<file path="src/rtl/sdma_inst_queue_ctrl_pkg.sv">
// Shared constants and state type for the SDMA instruction queue controller.
package sdma_inst_queue_ctrl_pkg;

  localparam int unsigned SDMA_INSTWIDTH = 32;
  localparam int unsigned SDMA_QDEPTH    = 4;

  typedef enum logic [1:0] {
    SQC_IDLE   = 2'd0,
    SQC_CONFIG = 2'd1,
    SQC_WORK   = 2'd2,
    SQC_ERROR  = 2'd3
  } sqc_state_e;

  // Dispatch is only possible from IDLE with work queued and a willing sub-channel.
  function automatic logic sqc_can_dispatch(input logic en, input logic empty,
                                            input logic ready);
    return en & ~empty & ready;
  endfunction

endpackage

</file>
<file path="src/rtl/sdma_inst_fifo.sv">
// Instruction queue storage: strict FIFO, DEPTH (power of 2) entries, synchronous flush.
module sdma_inst_fifo #(
  parameter int unsigned DEPTH  = 4,
  parameter int unsigned INST_W = 32
) (
  input  logic                     clk,
  input  logic                     rst_n,
  input  logic                     flush_i,
  input  logic                     push_i,
  input  logic [INST_W-1:0]        push_data_i,
  input  logic                     pop_i,
  output logic [INST_W-1:0]        head_o,
  output logic [$clog2(DEPTH):0]   level_o,
  output logic                     full_o,
  output logic                     empty_o
);

  localparam int unsigned PW = $clog2(DEPTH);
  localparam int unsigned LW = $clog2(DEPTH) + 1;

  logic [INST_W-1:0] mem_q [DEPTH];
  logic [PW-1:0]     wr_ptr_q, rd_ptr_q;
  logic [LW-1:0]     level_q;
  logic              do_push, do_pop;

  assign full_o  = (level_q == LW'(DEPTH));
  assign empty_o = (level_q == '0);
  assign level_o = level_q;
  assign head_o  = mem_q[rd_ptr_q];

  assign do_push = push_i & ~full_o & ~flush_i;
  assign do_pop  = pop_i & ~empty_o & ~flush_i;

  // Entry storage; contents are don't-care until written, so no reset is needed.
  always_ff @(posedge clk) begin
    if (do_push) begin
      mem_q[wr_ptr_q] <= push_data_i;
    end
  end

  // Pointer and occupancy tracking; pointers wrap naturally at DEPTH.
  always_ff @(posedge clk or negedge rst_n) begin
    if (!rst_n) begin
      wr_ptr_q <= '0;
      rd_ptr_q <= '0;
      level_q  <= '0;
    end else if (flush_i) begin
      wr_ptr_q <= '0;
      rd_ptr_q <= '0;
      level_q  <= '0;
    end else begin
      if (do_push) wr_ptr_q <= wr_ptr_q + PW'(1);
      if (do_pop)  rd_ptr_q <= rd_ptr_q + PW'(1);
      case ({do_push, do_pop})
        2'b10:   level_q <= level_q + LW'(1);
        2'b01:   level_q <= level_q - LW'(1);
        default: level_q <= level_q;
      endcase
    end
  end

endmodule

</file>
<file path="src/rtl/sdma_inst_queue_ctrl.sv">
// SDMA instruction queue controller: buffers instructions, dispatches one job at a
// time to the sub-channel controller, and guards each job with a watchdog.
module sdma_inst_queue_ctrl
  import sdma_inst_queue_ctrl_pkg::*;
#(
  parameter int unsigned INST_W = SDMA_INSTWIDTH,
  parameter int unsigned DEPTH  = SDMA_QDEPTH,
  parameter int unsigned TMO_W  = 16
) (
  input  logic                   clk,
  input  logic                   rst_n,
  input  logic                   i_sqc_en,
  input  logic                   i_sqc_inst_vld,
  output logic                   o_sqc_inst_rdy,
  input  logic [INST_W-1:0]      i_sqc_inst,
  input  logic                   i_sqc_sscready,
  input  logic                   i_sqc_ssctransferdone,
  input  logic                   i_sqc_abort,
  input  logic [TMO_W-1:0]       i_sqc_tmo_limit,
  output logic                   o_sqc_sscen,
  output logic [INST_W-1:0]      o_sqc_exec_inst,
  output logic [$clog2(DEPTH):0] o_sqc_level,
  output logic                   o_sqc_idle,
  output logic                   o_sqc_timeout,
  output logic [15:0]            o_sqc_donecnt,
  output logic [1:0]             o_sqc_state
);

  localparam logic [TMO_W-1:0] TMO_ONE = TMO_W'(1);

  sqc_state_e        state_q, state_d;
  logic [INST_W-1:0] exec_q, exec_d;
  logic              sscen_q, sscen_d;
  logic              timeout_q, timeout_d;
  logic [15:0]       donecnt_q, donecnt_d;
  logic [TMO_W-1:0]  wdog_q, wdog_d;

  logic              fifo_push, fifo_pop, fifo_full, fifo_empty;
  logic [INST_W-1:0] fifo_head;
  logic [$clog2(DEPTH):0] fifo_level;
  logic              wdog_expired;

  // Ready is taken from registered occupancy only, so a pop never frees a slot early.
  assign o_sqc_inst_rdy = ~fifo_full;
  assign fifo_push      = i_sqc_inst_vld & ~fifo_full & ~i_sqc_abort;

  sdma_inst_fifo #(
    .DEPTH  (DEPTH),
    .INST_W (INST_W)
  ) u_fifo (
    .clk         (clk),
    .rst_n       (rst_n),
    .flush_i     (i_sqc_abort),
    .push_i      (fifo_push),
    .push_data_i (i_sqc_inst),
    .pop_i       (fifo_pop),
    .head_o      (fifo_head),
    .level_o     (fifo_level),
    .full_o      (fifo_full),
    .empty_o     (fifo_empty)
  );

  assign wdog_expired = (i_sqc_tmo_limit != '0) && (wdog_q == (i_sqc_tmo_limit - TMO_ONE));

  // Job sequencing, watchdog and completion accounting; abort overrides everything.
  always_comb begin
    state_d   = state_q;
    exec_d    = exec_q;
    sscen_d   = sscen_q;
    timeout_d = timeout_q;
    donecnt_d = donecnt_q;
    wdog_d    = wdog_q;
    fifo_pop  = 1'b0;

    case (state_q)
      SQC_IDLE: begin
        if (sqc_can_dispatch(i_sqc_en, fifo_empty, i_sqc_sscready)) begin
          state_d  = SQC_CONFIG;
          fifo_pop = 1'b1;
          exec_d   = fifo_head;
          sscen_d  = 1'b1;
          wdog_d   = '0;
        end
      end
      SQC_CONFIG: begin
        state_d = SQC_WORK;
        wdog_d  = '0;
      end
      SQC_WORK: begin
        if (i_sqc_ssctransferdone) begin
          state_d   = SQC_IDLE;
          exec_d    = '0;
          sscen_d   = 1'b0;
          donecnt_d = donecnt_q + 16'd1;
          wdog_d    = '0;
        end else if (wdog_expired) begin
          state_d   = SQC_ERROR;
          sscen_d   = 1'b0;
          timeout_d = 1'b1;
        end else begin
          wdog_d = wdog_q + TMO_ONE;
        end
      end
      SQC_ERROR: begin
        state_d = SQC_ERROR;
      end
      default: begin
        state_d = SQC_IDLE;
      end
    endcase

    if (i_sqc_abort) begin
      state_d   = SQC_IDLE;
      exec_d    = '0;
      sscen_d   = 1'b0;
      timeout_d = 1'b0;
      wdog_d    = '0;
      donecnt_d = donecnt_q;
      fifo_pop  = 1'b0;
    end
  end

  // Controller state registers.
  always_ff @(posedge clk or negedge rst_n) begin
    if (!rst_n) begin
      state_q   <= SQC_IDLE;
      exec_q    <= '0;
      sscen_q   <= 1'b0;
      timeout_q <= 1'b0;
      donecnt_q <= '0;
      wdog_q    <= '0;
    end else begin
      state_q   <= state_d;
      exec_q    <= exec_d;
      sscen_q   <= sscen_d;
      timeout_q <= timeout_d;
      donecnt_q <= donecnt_d;
      wdog_q    <= wdog_d;
    end
  end

  assign o_sqc_sscen     = sscen_q;
  assign o_sqc_exec_inst = exec_q;
  assign o_sqc_level     = fifo_level;
  assign o_sqc_idle      = (state_q == SQC_IDLE) && fifo_empty;
  assign o_sqc_timeout   = timeout_q;
  assign o_sqc_donecnt   = donecnt_q;
  assign o_sqc_state     = state_q;

endmodule

</file>
<file path="config.mk">
export PLATFORM = sky130hd
export DESIGN_NAME = sdma_inst_queue_ctrl
export DESIGN_NICKNAME = d
export VERILOG_FILES = /design/src/rtl/sdma_inst_queue_ctrl_pkg.sv /design/src/rtl/sdma_inst_fifo.sv /design/src/rtl/sdma_inst_queue_ctrl.sv
export SDC_FILE = /design/constraint.sdc
export NUM_CORES = 1
export LEC_CHECK = 0
export BUFFER_PORTS_ARGS = -buffer_cell sky130_fd_sc_hd__buf_2
export CORE_MARGIN = 2
export CORE_UTILIZATION = 45
export DETAILED_ROUTE_END_ITERATION = 16
export PLACE_DENSITY_LB_ADDON = 0.3
export SLEW_MARGIN = 15
export SYNTH_ARGS = -nofsm -noshare
export SYNTH_HDL_FRONTEND = slang
export SYNTH_SLANG_ARGS = --single-unit
</file>
<file path="constraint.sdc">
create_clock -name clk -period 4.4 [get_ports clk]
set_clock_uncertainty 0.15 [all_clocks]
set_input_delay 0.88 -clock clk [delete_from_list [all_inputs] [get_ports clk]]
set_output_delay 0.88 -clock clk [all_outputs]
set_load 0.01 [all_outputs]
</file>
## Word level (Yosys, flattened, before mapping)

Memories as Yosys holds them, arrays and structs flattened.
Cells that the tools add are included.
W data, S select, Z words.

- Output and inout bits: 57
- Word-level logic and storage cells: 92
- Register bits: 75
- Bits in writable memories: 128
- Memories kept: 1

Memory list:

| memory | words | width | read ports | clocked after Yosys merged registers in | wr ports | line | text |
|---|---|---|---|---|---|---|---|
| u_fifo.mem_q | 4 | 32 | 1 | 0 | 1 | sdma_inst_fifo.sv:21 | `logic [INST_W-1:0] mem_q [DEPTH];` |

- Multiplexer cells: 34
- $add $sub $neg: 7
- Reduce and logical (&&, ||, !) cells: 18
- Eq/ne operators: 12
- Bitwise gates (word level): 11

Operator list:

| cell | count |
|---|---|
| $mux W32 | 3 |
| $mux W16 | 4 |
| $pmux W32 S2 | 1 |
| $pmux W16 S3 | 1 |
| $add A16 B1 Y16 const B | 2 |
| $eq A16 B16 Y1 | 1 |
| $mux W2 | 8 |
| $reduce_bool A16 Y1 | 1 |
| $sub A16 B1 Y16 const B | 1 |
| $reduce_and A3 Y1 | 5 |
| $mux W1 | 13 |
| $and A1 B1 Y1 | 8 |
| $ne A4 B4 Y1 const B | 2 |
| $pmux W2 S4 | 1 |
| $reduce_bool A2 Y1 | 4 |
| $eq A2 B2 Y1 const B | 3 |
| $ne A3 B3 Y1 const B | 2 |
| $pmux W3 S2 | 1 |
| $reduce_bool A3 Y1 | 2 |
| $add A2 B1 Y2 const B | 2 |
| $eq A2 B1 Y1 const B | 2 |
| $reduce_bool A4 Y1 | 1 |
| $add A3 B1 Y3 const B | 1 |
| $eq A3 B3 Y1 const B | 1 |
| other kinds (9) | 12 |

## Longest topological paths before layout

- Depth in word-level cells: 12
- Depth in mapped cells: 12

## By module

From an unflattened synthesis, not the netlist that was laid out.

- Cells, all modules: 648
- Area total of the unflattened synthesis: 8893.5 um^2

Modules (own cells, without submodules):

| module | area each (um^2) | times used | cells an instance | sequential area each (um^2) |
|---|---|---|---|---|
| sdma_inst_fifo | 5170.0 | 1 | 232 | 4018.9 |
| sdma_inst_queue_ctrl | 3723.6 | 1 | 416 | 1701.6 |

## Worst setup path before layout

No wires, ideal clock.

- Path kind: input to register
- Start point: input port i_sqc_abort
- End point: memory u_fifo.mem_q[0][0] (enable)
- Setup slack: -0.052 ns
- Required time: 3.782 ns
- Buffers on the path: 3
- Stages: 4
- Data arrival time: 3.834 ns
- Path through: clkbuf_1 clkbuf_1 clkbuf_1 nor3b_1

- Longest elaborated chain between the ends: 6

Ends and longest elaborated chain:

| item | line | text |
|---|---|---|
| start: declaration | sdma_inst_queue_ctrl.sv:18 | `input logic i_sqc_abort,` |
| $not A1 Y1 (no line) (*) | -- |  |
| $and A1 B1 Y1 | sdma_inst_queue_ctrl.sv:45 | `assign fifo_push = i_sqc_inst_vld & ~fifo_full & ~i_sqc_abort;` |
| $and A1 B1 Y1 | sdma_inst_fifo.sv:31 | `assign do_push = push_i & ~full_o & ~flush_i;` |
| $and A1 B1 Y1 (*) | sdma_inst_fifo.sv:31 |  |
| $mux W1 (*) | sdma_inst_fifo.sv:36 | `if (do_push) begin` |
| $mux W1 (not written as such) (*) | sdma_inst_fifo.sv:37 | `mem_q[wr_ptr_q] <= push_data_i;` |
| end: declaration | sdma_inst_fifo.sv:21 |  |

Every way passes the cells marked *; elsewhere a longest branch is shown, timed or not.

## Final worst setup path

- Start point: input port i_sqc_tmo_limit[3]
- End point: register state_q[0] (netlist: o_sqc_state[0])

- Longest elaborated chain between the ends: 5

Ends and longest elaborated chain:

| item | line | text |
|---|---|---|
| start: declaration | sdma_inst_queue_ctrl.sv:19 | `input logic [TMO_W-1:0] i_sqc_tmo_limit,` |
| $sub A16 B1 Y16 | sdma_inst_queue_ctrl.sv:63 | `assign wdog_expired = (i_sqc_tmo_limit != '0) && (wdog_q == (i_sqc_tmo_limit - TMO_ONE));` |
| $eq A16 B16 Y1 | sdma_inst_queue_ctrl.sv:63 |  |
| $logic_and A1 B1 Y1 (*) | sdma_inst_queue_ctrl.sv:63 |  |
| $ne A4 B4 Y1 (no line) (*) | -- |  |
| $reduce_and A2 Y1 (no line) (*) | -- |  |
| end signal: assignment | sdma_inst_queue_ctrl.sv:133 | `state_q <= state_d;` |
| end: declaration | sdma_inst_queue_ctrl.sv:31 | `sqc_state_e state_q, state_d;` |

Marked as above.
A chain may end at the register's enable or synchronous reset.

==> reports/results.ini <==
[finish]
layout-area-overhead-vs-synth_pct=18.7
final_cells=1035
design_area_um2=10400
drive_gt1_frac=0.270
fin_nets=819

[worst_setup_path]
reg2reg_slack_ps=1630
r2r-start=o_sqc_state[0]$_DFFE_PN0P_
worstPathRequired_ps=4620
cp-end-kind=flop
r2r-end=o_sqc_exec_inst[10]$_DFFE_PN0P_
startpoint_type=primary input
worst-r2r-cell-count=8
worstPathArrival_ps=3390
cp_max_fo=7
path_class=primary input to flop

[sta]
timing.slew.headroom=0.387
worst_slew_pin_slew_ps=918
period_share=0.721
hold_viol_final=0
clock.fmax_ghz=0.315
period_minus_slack_ps=3170
maxSlewViolCount=0
grt_setup_unrepaired=false
setup_viol=0
worst_slack_ps=1230

[global_routing]
antenna_found_initial=2
track_usage=0.186
grt_max_degree=65
grt_pass1_vias=5779
grt_pass1_wl_um=29900
grt_overflow=0

[synth]
ys_seq_area_frac=0.653
netlist_instances=634
synthFlopType=edfxtp_1
synth_cell_types=54
syn-num-nets=700
ys.warnings.count=0
synth-edff-count=128
netlist_area_um2=8760
synthArstFlopShare=0.369
syn_area_per_cell_um2=13.8
synth-seq-cells=203

[cts]
clock_path_buffers=3
root_buffer=clkbuf_16
clk_pin_slew_ps=60
hold_buffers=0
htreeDepth=1
tritoncts=yes
cts.sinks=203
cts_setup_buffers=0
ctsResizeCount=0
insertion_delay_ps=500
cts-buffers-inserted=22

[floorplanning]
die-height_um=144
die-area_um2=20600
initial_utilization=0.454
ios=112
num_rows=51
die_w_um=144
core_area_um2=19300

[power]
vdd_ir_drop_max_uv=393
power_leakage_nw=4.07
p_total_mw=5.28
power.density_nw_per_um2=508

[detailed_routing]
antenna_left=0
firstDrtPassIters=4
routed_wl_um=18700
dr.first_iter.drc_count=417
via_per_inst=5.36
wl_per_cell_um=18.0
drc=0
via_count=5544

[placed_design]
io_buffers=111
placed_cells=994
place_area_um2=9660
place_hpwl_um=12000
place_ws_ps=768
place.gp.congestion=0.912

[worst_hold_path]
hold_class=primary input to async pin

[status]
status=completed

[job]
cap_violations=0

==> cells in the mapped netlist, types with 12 or more instances <==
cell | number | share of area
edfxtp_1 | 128 | 0.44
nand2_1 | 91 | 0.039
dfrtp_1 | 75 | 0.21
o21ai_0 | 45 | 0.026
mux4_2 | 32 | 0.082
a21oi_1 | 22 | 0.013
clkbuf_1 | 22 | 0.0094
xnor2_1 | 22 | 0.022
nor2_1 | 20 | 0.0086
or3_1 | 18 | 0.013
xor2_1 | 15 | 0.015
inv_1 | 13 | 0.0056
nand3_1 | 12 | 0.0069
==> report_power, final <==
| group | switching (mW) | total, mW | leakage, nW | internal, mW |
|---|---|---|---|---|
| Clock | 0.729 | 1.85 | 0.358 | 1.12 |
| Combinational | 0.626 | 1.01 | 1.54 | 0.387 |
| Sequential | 0.157 | 2.42 | 2.17 | 2.27 |
| Total | 1.51 | 5.28 | 4.07 | 3.77 |
==> sequential cells by signal (all words and copies together) (netlist names) <==
name,count
u_fifo.rd_ptr_q,2
o_sqc_sscen,1
u_fifo.level_o,3
o_sqc_state,2
o_sqc_exec_inst,32
u_fifo.mem_q,128
o_sqc_timeout,1
u_fifo.wr_ptr_q,2
o_sqc_donecnt,16
wdog_q,16
==> cell type report <==
type | count | area [µm²]
Antenna cell | 1 | 2.50
Clock buffer | 26 | 576
Clock inverter | 14 | 163
Fill cell | 1628 | 8870
Inverter | 13 | 48.8
Multi-Input combinational cell | 390 | 2910
Sequential cell | 203 | 5720
Tap cell | 265 | 332
Timing Repair Buffer | 123 | 648
==> layer usage <==
| layer | track usage | up-vias | wire (µm) |
|---|---|---|---|
| met5 | 0 | - | 12 |
| met3 | 0.0397 | 30 | 1120 |
| met4 | 0.0475 | 2 | 369 |
| met2 | 0.327 | 163 | 9530 |
| li1 | - | 2597 | - |
| met1 | 0.236 | 2752 | 7620 |
==> stage by stage <==
| stage | util | TNS (ps) | hold slack (ps) |
|---|---|---|---|
| 6_report | 0.540 | 0 | 302 |
| 5_1_grt | 0.540 | 0 | 350 |
| 4_1_cts | 0.540 | 0 | 325 |
| 3_5_place_dp | 0.501 | 0 | 311 |
| 3_3_place_gp | 0.501 | 0 | 306 |
| 2_1_floorplan | - | -6710 | 357 |
==> cells in the final DEF, fill, tap and decap left out, types with 15 or more instances in the layout <==
cell type,netlist,routed
xor2_1,15,15
xnor2_1,22,22
nor2_1,20,19
clkbuf_16,0,22
nand2_1,91,91
mux4_2,32,32
dfrtp_1,75,74
a21oi_1,22,22
or3_1,18,18
o21ai_0,45,45
buf_2,1,110
edfxtp_1,128,128
==> worst max-delay path, stage by stage <==
cell and delay [ps]:
buf_2 150, or4_4 580, nor3_2 300, o21ai_1 100
a221oi_1 360, o2111ai_1 160, nor3_1 300, o22a_1 220
mux2_1 330
==> how the worst max path moves through the flow <==
stage | startpoint | end | cells after the start
floorplan | i_sqc_abort | u_fifo.mem_q[0][0]$_DFFE_PP_ | 4
global placement | i_sqc_tmo_limit[3] | o_sqc_state[0]$_DFFE_PN0P_ | 9
detailed placement | i_sqc_tmo_limit[3] | o_sqc_state[0]$_DFFE_PN0P_ | 9
CTS | i_sqc_tmo_limit[3] | o_sqc_state[0]$_DFFE_PN0P_ | 9
global route | i_sqc_tmo_limit[3] | o_sqc_state[0]$_DFFE_PN0P_ | 9
finish | i_sqc_tmo_limit[3] | o_sqc_state[0]$_DFFE_PN0P_ | 9
==> logic make-up after synthesis <==
logic type / share of synthesized area
multiplexers: 0.0907
XOR/XNOR: 0.0370
AO/OA/AOI/OAI: 0.0583
flip-flops: 0.653
adder cells (fa/ha/maj): 0.0166
AND/OR/NAND/NOR: 0.125
buffers and inverters: 0.0194
(Power assumes the default switching activity.)
